<file path="config.mk">
export PLATFORM = sky130hd
export DESIGN_NAME = sample_frame_collector
export DESIGN_NICKNAME = d
export VERILOG_FILES = /design/src/rtl/sample_frame_collector.sv
export SDC_FILE = /design/constraint.sdc
export NUM_CORES = 1
export LEC_CHECK = 0
export ABC_AREA = 1
export CORE_ASPECT_RATIO = 0.6
export CORE_MARGIN = 5
export CORE_UTILIZATION = 48
export CTS_CLUSTER_SIZE = 25
export DETAILED_ROUTE_END_ITERATION = 6
export PLACE_DENSITY = 0.76
export SLEW_MARGIN = 20
export SYNTH_ARGS = -nofsm -noshare
export SYNTH_HDL_FRONTEND = slang
export SYNTH_SLANG_ARGS = --single-unit
</file>
<file path="constraint.sdc">
create_clock -name clk -period 1.86 [get_ports clk]
set_input_delay 0.465 -clock clk [delete_from_list [all_inputs] [get_ports clk]]
set_output_delay 0.465 -clock clk [all_outputs]
set_load 0.05 [all_outputs]
</file>
<file path="src/rtl/sample_frame_collector.sv">
// Sample frame collector: packs a valid/ready sample stream into a parallel
// frame (data + slot enable mask) for a multi-input adder tree, and emits a
// sum_valid strobe aligned to the adder's pipeline latency.
//
// state | meaning
// FILL  | accepting samples into slots, s_ready high
// HOLD  | complete frame presented, waiting for pipe_ena to transfer it
module sample_frame_collector #(
  parameter int NUM_INPUT    = 8,
  parameter int WIDTH_IN     = 16,
  parameter int OUTPUT_DELAY = 1,
  parameter int LEN_W        = $clog2(NUM_INPUT + 1)
) (
  input  logic                                clk,
  input  logic                                rst_n,
  input  logic                                s_valid,
  output logic                                s_ready,
  input  logic [WIDTH_IN-1:0]                 s_data,
  input  logic                                s_last,
  input  logic                                pipe_ena,
  output logic                                frame_valid,
  output logic [NUM_INPUT-1:0][WIDTH_IN-1:0]  frame_data,
  output logic [NUM_INPUT-1:0]                frame_enable,
  output logic [LEN_W-1:0]                    frame_len,
  output logic                                sum_valid
);

  localparam int IDX_W = $clog2(NUM_INPUT);

  typedef enum logic {
    FILL = 1'b0,
    HOLD = 1'b1
  } state_t;

  state_t           state;
  state_t           state_nxt;
  logic [IDX_W-1:0] wr_idx;
  logic             accept;
  logic             close_frame;
  logic             xfer;
  logic             last_slot;

  // State register; reset discards any partial frame.
  always_ff @(posedge clk or negedge rst_n) begin
    if (!rst_n) begin
      state <= FILL;
    end else begin
      state <= state_nxt;
    end
  end

  // Next-state and handshake decode. s_ready is gated by rst_n so the
  // upstream sees no acceptance while reset is held.
  always_comb begin
    state_nxt   = state;
    s_ready     = 1'b0;
    frame_valid = 1'b0;
    accept      = 1'b0;
    close_frame = 1'b0;
    xfer        = 1'b0;
    last_slot   = (wr_idx == IDX_W'(NUM_INPUT - 1));
    case (state)
      FILL: begin
        s_ready     = rst_n;
        accept      = s_valid && rst_n;
        close_frame = accept && (last_slot || s_last);
        if (close_frame) begin
          state_nxt = HOLD;
        end
      end
      HOLD: begin
        frame_valid = 1'b1;
        xfer        = pipe_ena;
        if (xfer) begin
          state_nxt = FILL;
        end
      end
      default: begin
        state_nxt = FILL;
      end
    endcase
  end

  // Frame buffer: slots fill in order; a transfer wipes data and mask so
  // unfilled slots always read zero with their enable bit low.
  always_ff @(posedge clk or negedge rst_n) begin
    if (!rst_n) begin
      wr_idx       <= '0;
      frame_data   <= '0;
      frame_enable <= '0;
      frame_len    <= '0;
    end else if (xfer) begin
      wr_idx       <= '0;
      frame_data   <= '0;
      frame_enable <= '0;
    end else if (accept) begin
      for (int i = 0; i < NUM_INPUT; i++) begin
        if (wr_idx == IDX_W'(i)) begin
          frame_data[i]   <= s_data;
          frame_enable[i] <= 1'b1;
        end
      end
      wr_idx <= wr_idx + IDX_W'(1);
      if (close_frame) begin
        frame_len <= LEN_W'(wr_idx) + LEN_W'(1);
      end
    end
  end

  generate
    if (OUTPUT_DELAY == 0) begin : g_comb_sum
      // Combinational adder: its output is valid in the transfer cycle itself.
      assign sum_valid = xfer;
    end else begin : g_pipe_sum
      logic [OUTPUT_DELAY-1:0] dly;

      // Valid token pipeline mirroring the adder; frozen with it on pipe_ena low.
      always_ff @(posedge clk or negedge rst_n) begin
        if (!rst_n) begin
          dly <= '0;
        end else if (pipe_ena) begin
          dly <= (dly << 1) | OUTPUT_DELAY'(xfer);
        end
      end

      assign sum_valid = dly[OUTPUT_DELAY-1];
    end
  endgenerate

endmodule

</file>
## Word level (Yosys, flattened, before mapping)

Index checks and enable logic that the tools add are counted.

- Bitwise logic cells: 2
- Add/sub/neg operators: 2
- Muxes and demuxes: 30
- Reductions and logical operators: 22
- Equality and inequality tests: 7

Operators by type and width:

| operator | count |
|---|---|
| 128-bit 2-to-1 mux | 2 |
| 16-bit 2-to-1 mux | 8 |
| 2-bit nonzero test | 9 |
| 8-bit 2-to-1 mux | 2 |
| 2-bit AND reduction | 8 |
| 1-bit 2-to-1 mux | 15 |
| 3-bit == test (second input constant) | 4 |
| 3-bit by 2-bit == test with 1-bit output (second input constant) | 2 |
| 3-bit 2-to-1 mux | 2 |
| 3-bit by 1-bit adder with 4-bit output (second input constant) | 1 |
| 3-bit by 1-bit adder with 3-bit output (second input constant) | 1 |
| 3-bit by 1-bit == test with 1-bit output (second input constant) | 1 |
| 3-bit logical NOT | 1 |
| 3-bit AND reduction | 1 |
| 1-bit logical AND | 2 |
| 1-bit inverter | 2 |
| 1-bit case mux with 2 select lines | 1 |
| 1-bit logical OR | 1 |

- Bits in registers: 145
- Word-level logic and storage cells: 83
- Input port bits: 21
- Output and inout bits: 143

## Longest topological paths before layout

Gate-level depths: netlist of run 1.

- Depth in word-level cells: 5
- Depth in mapped cells: 8
- Mapped depth without buffers: 7

## Worst setup path after synthesis of run 1

No wires, ideal clock.

- Kind: reg2out
- From: register state
- To: output port s_ready
- Buffers on the path: 0
- Data required time: 1395 ps
- Arrival time: 1366 ps
- Cell stages (with the launch flop): 2
- Slack: 29 ps
- Cell sequence: dfrtp_1 -> nor2_1

- Cells in the longest elaborated chain, start to end: 1

Ends and longest elaborated chain:

| what | line | text |
|---|---|---|
| from (decl) | 35 | `state_t state;` |
| from (signal assigned) | 48 | `state <= state_nxt;` |
| 1-bit 2-to-1 mux | 62 | `case (state)` |
| to (decl) | 17 | `output logic s_ready,` |

No other way between the ends.

## Final worst setup path of run 1

Ends and elaborated chain as after synthesis.

==> impl_metrics.env, run 1 <==
export IMPL_antenna_found_initial=0
export IMPL_cts_max_path_buffers=2
export IMPL_place_hpwl_mm=13.6
export IMPL_rsz0062_at_grt="false"
export IMPL_synth_seq_cells=145
export IMPL_grt_max_degree=75
export IMPL_syn_to_final_growth_pct=36.3
export IMPL_yosysWarnings=0
export IMPL_clock_sinks=145
export IMPL_drive_above_1_share=0.279
export IMPL_post_cts_buffers=0
export IMPL_root_buffer="clkbuf_16"
export IMPL_required_ns=1.39
export IMPL_yosysSeqAreaShare=0.597
export IMPL_nNetsFinal=881
export IMPL_clk_pin_slew_ns=0.06
export IMPL_path_cells="nor2_1 -> buf_12"
export IMPL_synth_cell_types=21
export IMPL_finalMaxSlewViolations=0
export IMPL_power_density_nw_per_um2=1720
export IMPL_cts_resized=0
export IMPL_worstHoldPathType="in -> async"
export IMPL_leakage_uw=0.00472
export IMPL_fp_coreArea_um2=12200
export IMPL_fin_tns_setup_ns=0
export IMPL_die_area_um2=15100
export IMPL_initial_core_util=0.498
export IMPL_track_usage=0.257
export IMPL_dieHeight_um=97.2
export IMPL_arrival_ns=1.31
export IMPL_drt_pass1_iterations=5
export IMPL_fillers=990
export IMPL_period_minus_slack_ns=1.78
export IMPL_worst_pin_slew_ns=0.959
export IMPL_cts_tree="yes"
export IMPL_avgRoutedWirePerCell_um=18.7
export IMPL_drv_cap=0
export IMPL_syn_area_per_cell_um2=8.98
export IMPL_drc=0
export IMPL_hold_viol_final=0
export IMPL_vias=5526
export IMPL_antenna_cells=0
export IMPL_gr_total_overflow=0
export IMPL_cts_made_buffers=17
export IMPL_ir_worst_vdd_v=0.00142
export IMPL_ant_nets=0
export IMPL_clkLatencyLatePin_ns=0.41
export IMPL_io_buffer_count=163
export IMPL_synthCells=677
export IMPL_pin_count=164
export IMPL_timing_critical_path_fanout_max=5
export IMPL_drt_first_iter_violations=427
export IMPL_setup_viol=0
export IMPL_relSlewSlack=0.361
export IMPL_gp_congestion=0.943
export IMPL_via_per_inst=5.35
export IMPL_synth_nets=704
export IMPL_cp_end_kind="output port"
export IMPL_die_w_um=155
export IMPL_skew_ns=0.00939
export IMPL_whs_ns=0.284
export IMPL_cts_hold_fix_buffers=0
export IMPL_finalCritPeriodShare=0.957
export IMPL_grt_pass1_vias=5387
export IMPL_placementRows=31
export IMPL_netlist_area_um2=6080
export IMPL_fmax_mhz=562
export IMPL_outcome="complete, no violations"
export IMPL_critPathMaxStageDelay_ns=0.50
export IMPL_crit_path_top_delay_cell="dfrtp_1"
export IMPL_grt_pass1_wl_mm=30.6
export IMPL_worstSetupPathType="reg -> out"
export IMPL_setup_worst_path_start_class="flop"
export IMPL_routed_wl_mm=19.3
export IMPL_htree_levels=4
-- layout make-up --
class,instances,area [µm²],share of cell area
Tap cell,165,206,0.0249
Inverter,35,131,0.0158
Timing Repair Buffer,194,1620,0.195
Clock inverter,12,158,0.0190
Clock buffer,20,457,0.0551
Multi-Input combinational cell,461,2090,0.252
Sequential cell,145,3630,0.438
-- layout by cell type, fill, tap and decap left out, drive strengths merged --
cell	instances
nand2	259
buf	175
nand3	147
dfrtp	145
inv	36
nor2	32
clkbuf	20
clkdlybuf4s50	19
o21ai	9
ha	6
a21oi	5
clkinv	5
bufinv	3
clkinvlp	3
o22ai	2
or2	1
-- critical path, delay by kind of cell (launching register included) --
kind | cells | cell delay, ns
simple gates | 1 | 0.24
buf+inv | 1 | 0.17
flops | 1 | 0.50
-- registers in the layout (all words and copies together), names as in the netlist --
| signal | cells |
|---|---|
| sum_valid | 1 |
| frame_data | 128 |
| frame_enable | 8 |
| frame_len | 4 |
| wr_idx | 3 |
| state | 1 |
-- cell families after synthesis --
| kind of cell | count (synthesis) | share of synthesized area |
|---|---|---|
| flip-flops | 145 | 0.597 |
| buffers and inverters | 71 | 0.0607 |
| adder cells (fa/ha/maj) | 6 | 0.0123 |
| AND/OR/NAND/NOR | 439 | 0.316 |
| AO/OA/AOI/OAI | 16 | 0.0148 |
-- final timing paths --
check / from / to / slack [ns] / depth (start not counted)
max: state$_DFF_PN0_ / s_ready / 0.08 / 2
min: rst_n / frame_data[49]$_DFFE_PN0P_ / 0.28 / 2
max reg2reg: wr_idx[0]$_DFFE_PN0P_ / state$_DFF_PN0_ / 0.16 / 5
min reg2reg: frame_data[22]$_DFFE_PN0P_ / frame_data[22]$_DFFE_PN0P_ / 0.48 / 2
max in group asynchronous: rst_n / frame_data[116]$_DFFE_PN0P_ / 0.93 / 2
min in group clk: frame_data[22]$_DFFE_PN0P_ / frame_data[22]$_DFFE_PN0P_ / 0.48 / 2
-- per-stage QoR --
| step | std cells | instance area [µm²] | utilization | power [µW] | setup slack (ns) |
|---|---|---|---|---|---|
| after floorplan | 677 | 6080 | - | 8550 | 0.0287 |
| after global placement | 1000 | 7680 | 0.628 | 10600 | -0.156 |
| after detailed placement | 1000 | 7680 | 0.628 | 10700 | -0.185 |
| after CTS | 1032 | 8290 | 0.679 | 14300 | 0.0637 |
| after global routing | 1032 | 8290 | 0.679 | 14800 | 0.0167 |
| final | 1032 | 8290 | 0.679 | 14200 | 0.0801 |
-- routing by layer --
layer / global-route usage / vias up / wire [µm] / part of all wire
met5: 0 / - / 0 / 0
met4: 0.0511 / 0 / 163 / 0.0084
met3: 0.0859 / 21 / 2210 / 0.11
met2: 0.371 / 322 / 8630 / 0.45
met1: 0.379 / 2665 / 8340 / 0.43
li1: - / 2518 / - / -
-- Yosys cell counts (all sizes together) --
library cell / instances / area [µm²]
a21oi: 5 / 25.0
buf: 29 / 211
clkbuf: 7 / 26.3
dfrtp: 145 / 3630
ha: 6 / 75.1
inv: 35 / 131
nand2: 259 / 1000
nand3: 147 / 741
nor2: 32 / 173
o21ai: 9 / 52.6
o22ai: 2 / 12.5
or2: 1 / 6.26
-- power by group --
group / leakage (µW) / internal (µW) / switching (µW)
clock network: 0.000293 / 2190 / 1370
registers: 0.00196 / 3980 / 658
logic: 0.00247 / 1640 / 4390
Note: power is estimated with default switching activity, not from simulation.
==> run 2, diff against run 1 <==
--- a/config.mk
+++ b/config.mk
@@ -9,6 +9,7 @@
 export CORE_ASPECT_RATIO = 0.6
 export CORE_MARGIN = 5
 export CORE_UTILIZATION = 48
+export CTS_CLUSTER_DIAMETER = 60
 export CTS_CLUSTER_SIZE = 25
 export DETAILED_ROUTE_END_ITERATION = 6
 export PLACE_DENSITY = 0.76
==> results of run 2 <==
Same layout as run 1: the final DEF is identical, and so are final timing and power.
==> run 3, diff against run 2 <==
--- a/config.mk
+++ b/config.mk
@@ -5,14 +5,14 @@
 export SDC_FILE = /design/constraint.sdc
 export NUM_CORES = 1
 export LEC_CHECK = 0
-export ABC_AREA = 1
+export ABC_AREA = 0
 export CORE_ASPECT_RATIO = 0.6
 export CORE_MARGIN = 5
-export CORE_UTILIZATION = 48
+export CORE_UTILIZATION = 49
 export CTS_CLUSTER_DIAMETER = 60
 export CTS_CLUSTER_SIZE = 25
 export DETAILED_ROUTE_END_ITERATION = 6
-export PLACE_DENSITY = 0.76
+export PLACE_DENSITY = 0.78
 export SLEW_MARGIN = 20
 export SYNTH_ARGS = -nofsm -noshare
 export SYNTH_HDL_FRONTEND = slang
==> run 3 against run 2 <==
  * First-iteration DRC count grew 34%
  * Critical endpoint unchanged
  * Critical path type unchanged
  * Register-to-register slack gained 0.10 ns
  * Largest power group unchanged
  * Die area shrank 0.65%
==> impl_metrics.env, run 3 <==
export IMPL_outcome="complete, no violations"
export IMPL_netlist_area_um2=6160
export IMPL_cp_top_family="flip-flops"
export IMPL_utilization=0.687
export IMPL_worstSetupPathType="reg -> out"
export IMPL_power_frac_seq=0.321
export IMPL_critical_path_cell_count=2
export IMPL_leakage_uw=0.00418
export IMPL_synth_most_common_cell="nand2_1"
export IMPL_yosys_top_cells_count="nand2_1, dfrtp_1, nand3_1, o21ai_1, o21ai_0"
export IMPL_final_cell_mix="buf_4, nand2_1, dfrtp_1"
export IMPL_cp_end_kind="output port"
export IMPL_fp_coreArea_um2=12200
export IMPL_intPower_uw=7980
export IMPL_timing_critical_path_fanout_max=15
export IMPL_final_common_cell="buf_4"
export IMPL_reg_top3="frame_data: 128 flops, frame_enable: 8 flops, frame_len: 4 flops"
export IMPL_clk_pin_slew_ns=0.06
export IMPL_drt_pass1_iterations=5
export IMPL_antenna_found_initial=0
export IMPL_yosysSeqAreaShare=0.589
export IMPL_synth_area_leaders="dfrtp_1, nand3_1, nand2_1"
export IMPL_whs_ns=0.136
export IMPL_nNetsFinal=844
export IMPL_crit_path_end="s_ready"
export IMPL_crit_path_top_delay_cell="dfrtp_2"
export IMPL_grt_pass1_vias=5473
export IMPL_io_buffer_count=163
export IMPL_via_per_inst=5.62
export IMPL_track_usage=0.258
export IMPL_ant_nets=0
export IMPL_synth_seq_cells=145
export IMPL_synth_edf_count=0
export IMPL_largest_reg_flops=128
export IMPL_reg2reg_depth=6
export IMPL_grt_pass1_wl_mm=30.6
export IMPL_setup_viol=0
export IMPL_critPathMaxStageDelay_ns=0.54
export IMPL_rsz0062_at_grt="false"
export IMPL_async_reset_ff_frac=1.00
export IMPL_rr_endpoint="frame_enable[4]$_DFFE_PN0P_"
export IMPL_initial_core_util=0.506
export IMPL_dieHeight_um=96.9
export IMPL_p_total_uw=14900
export IMPL_routed_wl_mm=19.3
export IMPL_synth_flop_cell="dfrtp_1"
export IMPL_place_hpwl_mm=13.3
export IMPL_power_frac_clock=0.225
export IMPL_worstHoldPathType="in -> async"
export IMPL_required_ns=1.39
export IMPL_drive_above_1_share=0.283
export IMPL_setup_worst_path_start_class="flop"
export IMPL_fmax_mhz=571
export IMPL_worst_pin_slew_ns=0.739
export IMPL_synth_top_area_share=0.589
export IMPL_post_cts_buffers=0
export IMPL_power_density_nw_per_um2=1780
export IMPL_die_area_um2=15000
export IMPL_synthCells=657
export IMPL_placementRows=31
export IMPL_fillers=944
export IMPL_synth_nets=684
export IMPL_syn_to_final_growth_pct=35.7
export IMPL_switching_share=0.465
export IMPL_avgRoutedWirePerCell_um=19.4
export IMPL_antenna_cells=0
export IMPL_cts_tree="yes"
export IMPL_cts_resized=0
export IMPL_syn_area_per_cell_um2=9.38
export IMPL_cts_made_buffers=17
export IMPL_ir_worst_vdd_v=0.00113
export IMPL_htree_levels=4
export IMPL_clock_sinks=145
export IMPL_cp_startpoint="state$_DFF_PN0_"
export IMPL_synth_top_area_cell="dfrtp_1"
export IMPL_finalMaxSlewViolations=0
export IMPL_r2r_slack_ns=0.26
export IMPL_drv_cap=0
export IMPL_die_w_um=155
export IMPL_drt_first_iter_violations=574
export IMPL_arrival_ns=1.29
export IMPL_yosysWarnings=0
export IMPL_r2r_start="wr_idx[0]$_DFFE_PN0P_"
export IMPL_switching_power_uw=6940
export IMPL_clkLatencyLatePin_ns=0.41
export IMPL_period_minus_slack_ns=1.75
export IMPL_cts_hold_fix_buffers=1
export IMPL_top_register="frame_data"
export IMPL_drc=0
export IMPL_root_buffer="clkbuf_16"
export IMPL_setup_ws_ns=0.108
export IMPL_pin_count=164
export IMPL_gp_congestion=0.892
export IMPL_vias=5585
export IMPL_place_ws_ns=-0.0304
export IMPL_relSlewSlack=0.508
export IMPL_worst_path_buf_inv=1
export IMPL_skew_ns=0.00819
export IMPL_gr_total_overflow=0
export IMPL_combPwrFrac=0.455
export IMPL_grt_max_degree=84
export IMPL_hold_viol_final=0
export IMPL_finalCritPeriodShare=0.942
export IMPL_cts_max_path_buffers=2
export IMPL_synth_cell_types=30
export IMPL_path_cells="nor2b_4 -> buf_12"
==> run 3: changes by cell type in the layout (fill, tap and decap cells not counted), sizes merged, moves of 18 or more <==
cell,previous run,this run
buf,175,193
inv,36,9
nand2,259,161
nand3,147,126
nor2,32,5
o21ai,9,101
==> run 3: routing by layer <==
| layer | part of all wire | vias up | track usage |
|---|---|---|---|
| li1 | - | 2509 | - |
| met1 | 0.41 | 2725 | 0.375 |
| met2 | 0.44 | 321 | 0.378 |
| met3 | 0.13 | 30 | 0.0785 |
| met4 | 0.019 | 0 | 0.0692 |
| met5 | 0 | - | 0 |
==> run 3: through the flow <==
| stage | cell area, µm² | std cells | setup TNS, ns |
|---|---|---|---|
| after detailed placement | 7770 | 962 | -0.0609 |
| after CTS | 8360 | 994 | 0 |
| after global placement | 7770 | 962 | 0 |
| final | 8370 | 994 | 0 |
| after floorplan | 6170 | 657 | 0 |
| after global routing | 8370 | 994 | 0 |
==> run 3: cell families (layout without fill, tap and decap cells) <==
group                    count (synthesis)  in the layout  synth area share
adder cells (fa/ha/maj)                  6              6            0.0122
buffers and inverters                   77            249            0.0680
AND/OR/NAND/NOR                        311            311             0.226
AO/OA/AOI/OAI                          111            111            0.0938
multiplexers                             6              6            0.0104
flip-flops                             145            145             0.589
XOR/XNOR                                 1              1           0.00142
==> run 3: power groups by stage <==
stage	clock network, µW	logic (µW)	registers (µW)
after CTS	3400	6820	4780
after detailed placement	0	6810	4800
final	3350	6780	4790
after global routing	3540	7140	4890
after floorplan	0	1340	7850
after global placement	0	6680	4770
==> run 3: how the worst min path moves through the flow <==
stage / start / endpoint / slack, ns / depth (start not counted)
after floorplan: rst_n / frame_data[0]$_DFFE_PN0P_ / 0.17 / 0
after global placement: rst_n / wr_idx[2]$_DFFE_PN0P_ / 0.30 / 1
after detailed placement: rst_n / wr_idx[2]$_DFFE_PN0P_ / 0.31 / 1
after CTS: rst_n / frame_enable[3]$_DFFE_PN0P_ / 0.12 / 2
after global routing: rst_n / frame_data[125]$_DFFE_PN0P_ / 0.15 / 2
final: rst_n / frame_data[113]$_DFFE_PN0P_ / 0.14 / 2
==> run 3: cell type report <==
type                            instances  area (µm²)  area share
Timing Repair Buffer                  213        1780       0.213
Clock buffer                           17         425      0.0509
Clock inverter                         14         156      0.0187
Inverter                                5        18.8     0.00224
Tap cell                              165         206      0.0247
Sequential cell                       145        3630       0.434
Multi-Input combinational cell        435        2150       0.257
